File: config.mk
export PLATFORM = sky130hd
export DESIGN_NAME = fmps_pkt_tx
export DESIGN_NICKNAME = d
export VERILOG_FILES = /design/src/rtl/fmps_pkt_tx.sv
export SDC_FILE = /design/constraint.sdc
export NUM_CORES = 1
export LEC_CHECK = 0
export BUFFER_PORTS_ARGS = -buffer_cell sky130_fd_sc_hd__buf_4
export CAP_MARGIN = 20
export CORE_MARGIN = 8
export CORE_UTILIZATION = 50
export DETAILED_ROUTE_END_ITERATION = 12
export HOLD_SLACK_MARGIN = 0.06
export PLACE_DENSITY = 0.71
export SETUP_SLACK_MARGIN = 0.1
export SYNTH_ARGS = -nofsm -noshare
export SYNTH_HDL_FRONTEND = slang
export SYNTH_SLANG_ARGS = --single-unit
File: constraint.sdc
create_clock -name auClk -period 3.2 [get_ports auClk]
set_input_delay 0.16 -clock auClk [delete_from_list [all_inputs] [get_ports auClk]]
set_output_delay 0.16 -clock auClk [all_outputs]
set_load 0.03 [all_outputs]
File: src/rtl/fmps_pkt_tx.sv
// FMPS packet transmitter: queues per-FA-cycle status requests and sends each as a
// header + data AXI-Stream packet. Define FMPS_PKT_TX_DROP_COUNT_EN to add dropCount.
module fmps_pkt_tx #(
   parameter int          INDEX_WIDTH  = 5,
   parameter int          FIFO_DEPTH   = 8,
   parameter logic [15:0] HEADER_MAGIC = 16'hB6CF,
   parameter logic [15:0] DATA_MAGIC   = 16'hCACA
) (
   input  logic                          auClk,
   input  logic                          auResetN,
   input  logic                          auChannelUp,
   input  logic                          auFAstrobe,
   input  logic                          pktStrobe,
   input  logic [INDEX_WIDTH-1:0]        pktIndex,
   input  logic                          pktInvalidFMPS2CC,
   input  logic                          pktInvalidCC2CC,
   output logic [31:0]                   FMPS_TX_tdata,
   output logic                          FMPS_TX_tvalid,
   output logic                          FMPS_TX_tlast,
   input  logic                          FMPS_TX_tready,
   output logic [$clog2(FIFO_DEPTH):0]   queueCount,
   output logic                          txBusy,
   output logic [1:0]                    fsmState,
   output logic                          overflowSticky,
   input  logic                          overflowClear
`ifdef FMPS_PKT_TX_DROP_COUNT_EN
   ,
   output logic [15:0]                   dropCount
`endif
);

   localparam int PW = $clog2(FIFO_DEPTH);
   localparam int CW = PW + 1;

   typedef enum logic [1:0] {
      ST_IDLE   = 2'd0,
      ST_HEADER = 2'd1,
      ST_DATA   = 2'd2
   } state_t;

   typedef struct packed {
      logic [4:0] idx;
      logic       inv_fmps2cc;
      logic       inv_cc2cc;
      logic [7:0] cnt;
   } entry_t;

   function automatic logic [31:0] header_word(input entry_t e);
      return {HEADER_MAGIC, 1'b0, e.idx, 10'd0};
   endfunction

   function automatic logic [31:0] data_word(input entry_t e);
      return {e.inv_fmps2cc, e.inv_cc2cc, 1'b0, e.idx, DATA_MAGIC, e.cnt};
   endfunction

   state_t        state_q, state_d;
   logic [31:0]   tdata_q, tdata_d;
   logic          tvalid_q, tvalid_d;
   logic          tlast_q, tlast_d;
   logic [31:0]   data_word_q, data_word_d;
   logic [7:0]    cycle_cnt_q, cycle_cnt_d;
   logic [PW-1:0] wr_ptr_q, wr_ptr_d;
   logic [PW-1:0] rd_ptr_q, rd_ptr_d;
   logic [CW-1:0] count_q, count_d;
   logic          sticky_q, sticky_d;
`ifdef FMPS_PKT_TX_DROP_COUNT_EN
   logic [15:0]   drop_cnt_q, drop_cnt_d;
`endif

   entry_t        fifo_mem [FIFO_DEPTH];
   entry_t        head;
   entry_t        push_entry;
   logic          pop;
   logic          push;
   logic          full;
   logic          overflow;

   // Stream handshake: a word transfers on a rising auClk edge where tvalid && tready.
   // Once tvalid is high, tdata/tlast/tvalid are frozen until that transfer happens.
   always_comb begin
      cycle_cnt_d = cycle_cnt_q + 8'(auFAstrobe);
      head        = fifo_mem[rd_ptr_q];
      push_entry  = '{idx: 5'(pktIndex), inv_fmps2cc: pktInvalidFMPS2CC,
                      inv_cc2cc: pktInvalidCC2CC, cnt: cycle_cnt_d};
      pop         = 1'b0;
      state_d     = state_q;
      tdata_d     = tdata_q;
      tvalid_d    = tvalid_q;
      tlast_d     = tlast_q;
      data_word_d = data_word_q;

      case (state_q)
         ST_IDLE: begin
            if (count_q != '0 && auChannelUp) begin
               pop         = 1'b1;
               state_d     = ST_HEADER;
               tvalid_d    = 1'b1;
               tlast_d     = 1'b0;
               tdata_d     = header_word(head);
               data_word_d = data_word(head);
            end
         end
         ST_HEADER: begin
            if (FMPS_TX_tready) begin
               state_d = ST_DATA;
               tdata_d = data_word_q;
               tlast_d = 1'b1;
            end
         end
         ST_DATA: begin
            if (FMPS_TX_tready) begin
               if (count_q != '0 && auChannelUp) begin
                  pop         = 1'b1;
                  state_d     = ST_HEADER;
                  tvalid_d    = 1'b1;
                  tlast_d     = 1'b0;
                  tdata_d     = header_word(head);
                  data_word_d = data_word(head);
               end else begin
                  state_d  = ST_IDLE;
                  tvalid_d = 1'b0;
                  tlast_d  = 1'b0;
                  tdata_d  = '0;
               end
            end
         end
         default: begin
            state_d  = ST_IDLE;
            tvalid_d = 1'b0;
            tlast_d  = 1'b0;
            tdata_d  = '0;
         end
      endcase

      // A full queue still accepts a request when the same edge pops the head.
      full     = (count_q == CW'(FIFO_DEPTH));
      push     = pktStrobe && auChannelUp && (!full || pop);
      overflow = pktStrobe && auChannelUp && full && !pop;

      if (!auChannelUp) begin
         wr_ptr_d = '0;
         rd_ptr_d = '0;
         count_d  = '0;
      end else begin
         wr_ptr_d = wr_ptr_q + PW'(push);
         rd_ptr_d = rd_ptr_q + PW'(pop);
         count_d  = count_q + CW'(push) - CW'(pop);
      end

      if (overflow)           sticky_d = 1'b1;
      else if (overflowClear) sticky_d = 1'b0;
      else                    sticky_d = sticky_q;

`ifdef FMPS_PKT_TX_DROP_COUNT_EN
      if (overflowClear)
         drop_cnt_d = overflow ? 16'd1 : 16'd0;
      else if (overflow && drop_cnt_q != 16'hFFFF)
         drop_cnt_d = drop_cnt_q + 16'd1;
      else
         drop_cnt_d = drop_cnt_q;
`endif
   end

   always_ff @(posedge auClk or negedge auResetN) begin
      if (!auResetN) begin
         state_q     <= ST_IDLE;
         tdata_q     <= '0;
         tvalid_q    <= 1'b0;
         tlast_q     <= 1'b0;
         data_word_q <= '0;
         cycle_cnt_q <= '0;
         wr_ptr_q    <= '0;
         rd_ptr_q    <= '0;
         count_q     <= '0;
         sticky_q    <= 1'b0;
`ifdef FMPS_PKT_TX_DROP_COUNT_EN
         drop_cnt_q  <= '0;
`endif
      end else begin
         state_q     <= state_d;
         tdata_q     <= tdata_d;
         tvalid_q    <= tvalid_d;
         tlast_q     <= tlast_d;
         data_word_q <= data_word_d;
         cycle_cnt_q <= cycle_cnt_d;
         wr_ptr_q    <= wr_ptr_d;
         rd_ptr_q    <= rd_ptr_d;
         count_q     <= count_d;
         sticky_q    <= sticky_d;
`ifdef FMPS_PKT_TX_DROP_COUNT_EN
         drop_cnt_q  <= drop_cnt_d;
`endif
      end
   end

   // Queue storage needs no reset: only slots between the pointers are ever read.
   always_ff @(posedge auClk) begin
      if (push) fifo_mem[wr_ptr_q] <= push_entry;
   end

   assign FMPS_TX_tdata  = tdata_q;
   assign FMPS_TX_tvalid = tvalid_q;
   assign FMPS_TX_tlast  = tlast_q;
   assign queueCount     = count_q;
   assign txBusy         = (state_q != ST_IDLE);
   assign fsmState       = state_q;
   assign overflowSticky = sticky_q;
`ifdef FMPS_PKT_TX_DROP_COUNT_EN
   assign dropCount      = drop_cnt_q;
`endif

   a_stream_stable: assert property (@(posedge auClk) disable iff (!auResetN)
      (FMPS_TX_tvalid && !FMPS_TX_tready) |=>
      (FMPS_TX_tvalid && $stable(FMPS_TX_tdata) && $stable(FMPS_TX_tlast)));

endmodule

==> results of run 1 <==
-- power by group through the flow --
stage          clock [W]  sequential [W]  combinational, W
3_3_place_gp           0         0.00327           0.00218
6_report         0.00204         0.00324           0.00222
3_5_place_dp           0         0.00330           0.00223
2_1_floorplan          0         0.00351           0.00135
5_1_grt          0.00216         0.00330           0.00241
4_1_cts          0.00207         0.00325           0.00226
-- metrics by stage --
stage                     power, W  setup WS, ns  std cells  utilization (%)
after global placement     0.00545         0.631        635             55.8
final                      0.00751         0.526        677             60.7
after floorplan            0.00486         0.259        414                -
after global routing       0.00788         0.332        677             60.7
after CTS                  0.00758         0.522        677             60.7
after detailed placement   0.00553         0.538        635             55.8
-- final cells by class --
type                            instances  area (µm²)
Timing Repair Buffer                   79         618
Inverter                                9        33.8
Fill cell                            1032        5470
Sequential cell                       180        5110
Tap cell                              180         225
Clock inverter                         14         151
Clock buffer                           18         429
Multi-Input combinational cell        197        1900
-- state kept, by name, summed over array words and instances (netlist names), 3 cells and up --
register	cells
fifo_mem	120
FMPS_TX_tdata	22
data_word_q	16
cycle_cnt_q	8
queueCount	4
rd_ptr_q	3
wr_ptr_q	3
-- cell families after synthesis --
logic type | after synthesis | share of synthesized area [%]
DFF | 180 | 71.2
buffers and inverters | 37 | 2.88
AOI/OAI and AO/OA | 55 | 5.64
and+or+nand+nor | 69 | 4.82
xor gates and xnor gates | 10 | 1.22
muxes | 46 | 11.7
adders and majority gates | 14 | 2.51
other | 1 | 0.0523
-- per-layer routing --
| layer | part of all wire (%) | global-route usage [%] | up-vias | routed length (µm) |
|---|---|---|---|---|
| li1 | - | - | 1700 | - |
| met1 | 42 | 19.4 | 1928 | 5640 |
| met2 | 50 | 25.2 | 102 | 6610 |
| met3 | 6.1 | 3.78 | 16 | 816 |
| met4 | 1.8 | 6.54 | 0 | 234 |
| met5 | 0 | 0 | - | 0 |
-- layout by cell type (no fill, tap or decap), types with 2 or more instances in the layout --
master                            n
sky130_fd_sc_hd__dlygate4sd3_1   10
sky130_fd_sc_hd__clkinvlp_4       2
sky130_fd_sc_hd__clkinv_1         2
sky130_fd_sc_hd__o211a_1          4
sky130_fd_sc_hd__buf_4           69
sky130_fd_sc_hd__dfrtp_1         59
sky130_fd_sc_hd__nand3_1          4
sky130_fd_sc_hd__a22o_1          11
sky130_fd_sc_hd__inv_1            9
sky130_fd_sc_hd__mux2i_1         16
sky130_fd_sc_hd__o21ai_0         18
sky130_fd_sc_hd__o22ai_1          3
sky130_fd_sc_hd__xor2_1           6
sky130_fd_sc_hd__nand2_1         15
sky130_fd_sc_hd__and2_1          13
sky130_fd_sc_hd__clkbuf_16       17
sky130_fd_sc_hd__mux4_2          30
sky130_fd_sc_hd__ha_1            12
sky130_fd_sc_hd__nor2_1          20
sky130_fd_sc_hd__edfxtp_1       120
sky130_fd_sc_hd__inv_6            4
sky130_fd_sc_hd__a21o_1          10
sky130_fd_sc_hd__nand2b_1         5
sky130_fd_sc_hd__or2_2            2
sky130_fd_sc_hd__a21oi_1          2
sky130_fd_sc_hd__nor3_2           4
sky130_fd_sc_hd__conb_1           3
sky130_fd_sc_hd__bufinv_16        2
sky130_fd_sc_hd__clkinv_4         2
sky130_fd_sc_hd__a211o_1          3
sky130_fd_sc_hd__xnor2_1          4
-- worst paths after layout --
path,depth (start not counted),slack [ns],end,from
setup / recovery,11,0.53,queueCount[2]$_DFF_PN0_,queueCount[2]$_DFF_PN0_
hold / removal,2,0.08,queueCount[3]$_DFF_PN0_,auChannelUp
setup reg to reg,11,0.53,queueCount[2]$_DFF_PN0_,queueCount[2]$_DFF_PN0_
hold reg to reg,1,0.46,data_word_q[23]$_DFFE_PN0P_,data_word_q[23]$_DFFE_PN0P_
max in group asynchronous,2,2.31,rd_ptr_q[0]$_DFF_PN0_,auResetN
min in group asynchronous,2,0.34,FMPS_TX_tdata[28]$_DFFE_PN0P_,auResetN
-- critical path, cell delays in order, from the launching register on --
cell and delay (ns):
sky130_fd_sc_hd__dfrtp_1 0.36, sky130_fd_sc_hd__inv_1 0.09, sky130_fd_sc_hd__ha_1 0.23, sky130_fd_sc_hd__o311ai_2 0.40
sky130_fd_sc_hd__nand3_1 0.13, sky130_fd_sc_hd__buf_4 0.18, sky130_fd_sc_hd__ha_1 0.27, sky130_fd_sc_hd__inv_1 0.04
sky130_fd_sc_hd__ha_1 0.19, sky130_fd_sc_hd__fa_1 0.38, sky130_fd_sc_hd__xor2_1 0.14, sky130_fd_sc_hd__and2_1 0.15
-- repair_timing --
item | CTS | global route
gates resized for setup | 0 | 0
endpoints found under the hold margin | 117 | 0
hold buffers | 10 | 0
==> results.txt, run 1 <==
- The worst setup path is captured at a flop.
- Total global-route track usage: 15.5%
- Num rows: 43
- Dividing the final minimum period by the clock period gives 83.6%.
- Clock tree synthesis inserted a total of 17 buffers.
* Result of the run: finished clean
- Final-layout worst hold slack: around 0.077 ns
- At the worst endpoint, the arrival time is between 2 and 3 ns.
- Based on the critical path, the design can be clocked at up to around 370 MHz.
- Post-CTS setup buffer count: 0
* Share of the synthesized area in the top cell type: 50.3%
* H-Tree Depth: 4
- The pre-antenna-repair detailed-routing pass consisted of 5 iterations.
* Number of flops mapped to enable cells by yosys: 120
* Number of warning messages in the yosys log: 0
- The number of antenna violations at the first check in global routing was 0.
- The worst pin sits at a relative slew slack of between 30% and 40%.
* PD cells: between 800 and 900 nW/µm²
* Mean number of vias per cell: about 5.5
- Diodes inserted: 0
- DP Area: 7780 µm²
- Cell types with the largest area share after synthesis: sky130_fd_sc_hd__edfxtp_1 50%, sky130_fd_sc_hd__dfrtp_1 21%, sky130_fd_sc_hd__mux4_2 9.4%
* Most common cell in the synthesized netlist: sky130_fd_sc_hd__edfxtp_1
- TritonCTS built the clock tree.
- In this run the horizontal extent of the chip is ~140 µm.
- Max-cap violations in this run came to 0.
- Clk_lat worst skew: between 0.4 and 0.5 ns
* Worst EP required: ~3.5 ns
- Final number of setup-violating endpoints: 0
- The initial utilization of the core area, before any placement, comes to 51.4%.
* Min Tclk post-route: 2.67 ns
- Most frequently used flop master after synthesis: sky130_fd_sc_hd__edfxtp_1
* Final slew viol count: 0
* Core area: between 10000 and 15000 µm²
* Internal Dissipation: just over 0.005 W
* Sequential group share of total power: 43.2%
- Routed wire length per instance: roughly 20 µm
- Top fanout value on the critical path: 6
* Die ar.: approximately 18000 µm²
- Number of buffers between clock root and the deepest sink: 2
- After clock tree synthesis, the clock-pin slew on the worst setup and hold paths is around 0.07 ns.
* Class of the most critical hold timing path: input port to flop
- Aggregate routed wire length: approximately 13000 µm
- Share of synthesized registers carrying an async set or reset: 33.3%
* Type of the setup path with the least slack: flop to flop
- Remaining antenna violation count after routing: 0
* VDD IR max: about 0.0004 V
- Net switching fraction of the power: 32.4%
* Number of different library cells in the post-synthesis netlist: 39
- Buffers on Ports: 52
- Via Count: around 3700
- In the final layout, the share of cells above drive strength 1 is 28.2%.
- Switching power summed over all nets: 0.00244 W
- At the pin with the least slew margin, the transition time is about 1 ns.
* Fin area: 8460 µm²
* Largest net degree at the start of global routing: ~60
- Overall die height: 136 µm
* Number of instances in the synthesized netlist: between 400 and 500
- Layout Nets: between 500 and 600
* Mapped Area: between 7000 and 8000 µm²
- 56 I/O pins were placed.
- Part of the Yosys area used for sequential elements: 71.2%
- The total overflow left after global routing is 0.
* Unrepaired setup endpoints after global routing: false
- The final hold violation count is 0.
* Leak: 3.28 nW
- Clock sink count: 180
- Worst setup SP type: flop
* Wire length of the first global-routing pass: roughly 21000 µm
* Final GP Congestion: slightly below 0.8
- Vias in the first global route: between 3000 and 4000
- Combinational logic burns around 30% of the power.
- Syn_area_per_cell: about 17 µm²
* Sum of net half-perimeters after detailed placement: between 8000 and 9000 µm
- Most frequent cells after synthesis: 120 x sky130_fd_sc_hd__edfxtp_1, 60 x sky130_fd_sc_hd__dfrtp_1, 30 x sky130_fd_sc_hd__mux4_2, 20 x sky130_fd_sc_hd__nor2_1, 18 x sky130_fd_sc_hd__o21ai_0
- Per report_power, the clock group accounts for 27.2% of the total.
* Final TNS setup: 0 ns
- Number of flip-flops and latches in the synthesized netlist: 180
- After detailed routing, the number of remaining DRC violations is 0.
- Largest area contributor in the netlist: sky130_fd_sc_hd__edfxtp_1
* Root Driver: sky130_fd_sc_hd__clkbuf_16
* Skew final: around 0.0078 ns
- The detailed router finished its first iteration with between 200 and 250 violations.
- Compared with the post-synthesis result, the final layout area differs by 18.1%.
Note: power is estimated with default switching activity, not from simulation.
==> run 2, diff against run 1 <==
clock period = 2.15 ns   (was 3.2 ns; I/O delays follow)
==> run 2 against run 1 <==
Design area is 5.4% higher. Flip-flop and latch count stayed put. Critical path depth stayed put. Worst hold slack better by 0.026 ns. Fmax is 16% higher. Clock power is 56% higher. Global-route usage is 0.56 points higher. Critical endpoint unchanged. Clock skew is 0.0013 ns lower. Largest power group unchanged. The run now ends with setup timing left. Sequential power is 47% higher.
==> results.txt, run 2 (same netlist as run 1, synthesis figures left out) <==
- The clock transition at the registers of the reported paths came to 0.07 ns (about the same).
- The path class of the tightest hold or removal check is input port to flop.
- Routed wire length per instance: 19.6 µm (about the same)
- Num rows: 43 (unchanged)
- The transition time of the tightest slew-check pin came to 0.761 ns (-0.238 ns).
* Max-slew headroom: 49.2% (+16 points)
* Layout Nets: 533 (+4.3%)
* Met2 Use GR: 25.3% (+0.082 points)
- Sum of net half-perimeters after detailed placement: 8940 µm (+4.5%)
* Largest register by flop count: fifo_mem
* Most Crowded Layer GR: met2
- Setup repair after global routing could not meet its margin everywhere.
- Cell chain of the critical path: inv_2 -> ha_4 -> or3b_4 -> nand4_4 -> inv_4 -> ha_4 -> inv_2 -> ha_4 -> fa_2 -> xor2_1 -> and2_1
- Slowest Stage Delay on Critical Path: 0.41 ns (about the same)
- The slowest stage of the critical path belongs to the cell sky130_fd_sc_hd__dfrtp_2.
- The maximum fanout count along the critical path came to 2 (-4).
* Area Growth Syn to Fin: 24.4%
- PD cells: 1300 nW/µm² (+47%)
* H-Tree Depth: 4 (unchanged)
- Area of the multi-input gates: 2030 µm² (+6.9%)
- Max-capacitance violation count: 0 (unchanged)
- The final worst slack was -0.164 ns (-0.690 ns).
- The ratio of cells with drive above 1 in the final layout was 35.6% (+7.5 points).
- Remaining antenna violation count after routing: 0 (unchanged)
- The time the worst path needs with I/O delays and setup is 2.31 ns (-0.360 ns).
* Total global routing overflow: 0 (unchanged)
* Number of buffers between clock root and the deepest sink: 2 (unchanged)
- By startpoint and endpoint, the worst setup path is classified as flop to flop.
* Largest net degree at the start of global routing: 61 (unchanged)
* Setup crit end kind: flop
- The clock buffer count from CTS is 17 (unchanged).
- The total leakage power is 3.44 nW (+4.8%).
- Number of remaining DRC errors: 0 (unchanged)
* Commonest non-fill, non-tap cell in the layout: sky130_fd_sc_hd__edfxtp_1
* Number of antenna violations at the first check in global routing: 0 (unchanged)
- The top cell types in the final layout, fill and taps aside, are 120 x sky130_fd_sc_hd__edfxtp_1, 77 x sky130_fd_sc_hd__buf_4, 55 x sky130_fd_sc_hd__dfrtp_1, 30 x sky130_fd_sc_hd__mux4_2.
* Horizontal extent of the die: 136 µm (unchanged)
- The final hold violation count came to 0 (unchanged).
* Number of flip-flops under the largest register name: 120 (unchanged)
- Met1 track utilization from global routing: 20.8% (+1.4 points)
- Detailed router's first-iteration violation count: 281 (+17%)
* Worst setup SP type: flop
- Critical path data arrival time: 2.63 ns (-0.36 ns)
- Via Count: 3833 (+2.3%)
* Result of the run: finished, violations left
* Clk_lat worst skew: 0.43 ns (about the same)
- The storage element area was 5110 µm² (about the same).
- The utilization after layout came to 64.0% (+3.3 points).
* VDD IR max: 0.000604 V (+51%)
- The initial core utilization came to 51.4% (unchanged).
- The kind of cell with the highest combined delay along the critical path is adder cells.
- The count of fill cells added during filler insertion came to 996 (-3.5%).
- The final wirelength came to 13700 µm (+3.2%).
- Skew final: 0.00649 ns (-0.00130 ns)
- The required time of the worst setup path was 2.47 ns (-1.05 ns).
- Die ar.: 18400 µm² (unchanged)
* Met3 routing resource usage after global routing: 3.93% (+0.15 points)
- The number of cells in the finished layout apart from fillers came to 699 (+3.2%).
* TritonRoute pass-1 iters: 4 (-1)
* Final number of setup-violating endpoints: 3 (+3)
* Failing checks: setup timing
* Final TNS setup: -0.407 ns (-0.407 ns)
* Critical path buffers and inverters: 3 (unchanged)
- Maximum clock frequency: 432 MHz (+16%)
- TritonCTS built the clock tree.
- Final-layout worst hold slack: 0.104 ns (+0.0263 ns)
- The area of the placeable core is 13900 µm² (unchanged).
* Total global-route track usage: 16.0% (+0.56 points)
- Wire length of the first global-routing pass: 22000 µm (+3.4%)
- Cell repeated most along the worst path: sky130_fd_sc_hd__ha_4
- The placed instance count came to 653 (+2.8%).
* Diodes inserted: 0 (unchanged)
- Root Driver: sky130_fd_sc_hd__clkbuf_16
- The via count of the first global-routing pass came to 3970 (+1.8%).
* Overall die height: 136 µm (unchanged)
- The max-slew violation count came to 0 (unchanged).
- The weighted congestion reported at the end of routability-driven placement is 0.741 (-6.7%).
- The share of the clock period used by the worst path after layout came to 108% (+24 points).
- Count of boundary I/O pins: 56 (unchanged)
- The port buffer count is 52 (unchanged).
* Clock sink count: 180 (unchanged)
* Mean number of vias per cell: 5.48 (-0.90%)
[run 2: changes by cell type in the layout (fill, tap and decap cells not counted), sizes merged]
cell and delta:
buf +20, clkinv +2, clkinvlp -2, bufinv +1
clkbuf +1, dlygate4sd3 +1, inv -1
[run 2: metal layers]
metal / up-vias / wire length, µm
li1: 1752 / -
met1: 1979 / 5940
met5: - / 0
met2: 92 / 6860
met3: 10 / 767
met4: 0 / 148
[run 2: path summary, 6_finish.rpt]
kind	start	to	slack, ns	cells past startpoint
setup / recovery	queueCount[2]$_DFF_PN0_	queueCount[2]$_DFF_PN0_	-0.16	11
hold / removal	FMPS_TX_tready	FMPS_TX_tvalid$_DFFE_PN0P_	0.10	3
setup reg to reg	queueCount[2]$_DFF_PN0_	queueCount[2]$_DFF_PN0_	-0.16	11
hold reg to reg	data_word_q[23]$_DFFE_PN0P_	data_word_q[23]$_DFFE_PN0P_	0.47	1
max in group asynchronous	auResetN	rd_ptr_q[0]$_DFF_PN0_	1.32	2
min in group asynchronous	auResetN	FMPS_TX_tvalid$_DFFE_PN0P_	0.28	2
[run 2: repair_timing]
action | in CTS | in global routing
cloned | 0 | 1
endpoints found under the setup margin | 3 | 86
endpoints found under the hold margin | 119 | 0
hold buffers | 11 | 0
resized for setup | 0 | 14
setup buffers | 1 | 1
pin swaps | 5 | 2
[run 2: tightest hold or removal path, stage by stage]
cell and delay, ns:
sky130_fd_sc_hd__buf_4 0.15, sky130_fd_sc_hd__mux2i_1 0.09, sky130_fd_sc_hd__o22ai_1 0.13
[run 2: layout make-up]
class / count / area share, %
Sequential cell: 180 / 57.3
Tap cell: 180 / 2.53
Inverter: 9 / 0.407
Timing Repair Buffer: 101 / 10.1
Multi-Input combinational cell: 197 / 22.8
Clock buffer: 18 / 4.93
Clock inverter: 14 / 1.95
[run 2: where the power goes]
| part | leakage, nW | total (W) | switching [W] | internal [W] |
|---|---|---|---|---|
| sequential | 1.85 | 0.00476 | 0.000336 | 0.00443 |
| clock | 0.307 | 0.00319 | 0.00132 | 0.00187 |
| combinational | 1.29 | 0.00365 | 0.00205 | 0.00160 |
| total | 3.44 | 0.0116 | 0.00370 | 0.00791 |
[run 2: stage by stage]
stage                     cell area, µm²  power (W)  setup WS (ns)
after global placement              8090    0.00833         -0.154
after CTS                           8820     0.0117         -0.137
final                               8920     0.0116         -0.164
after detailed placement            8090    0.00847         -0.180
after global routing                8920     0.0122         -0.241
after floorplan                     7310    0.00731         -0.411
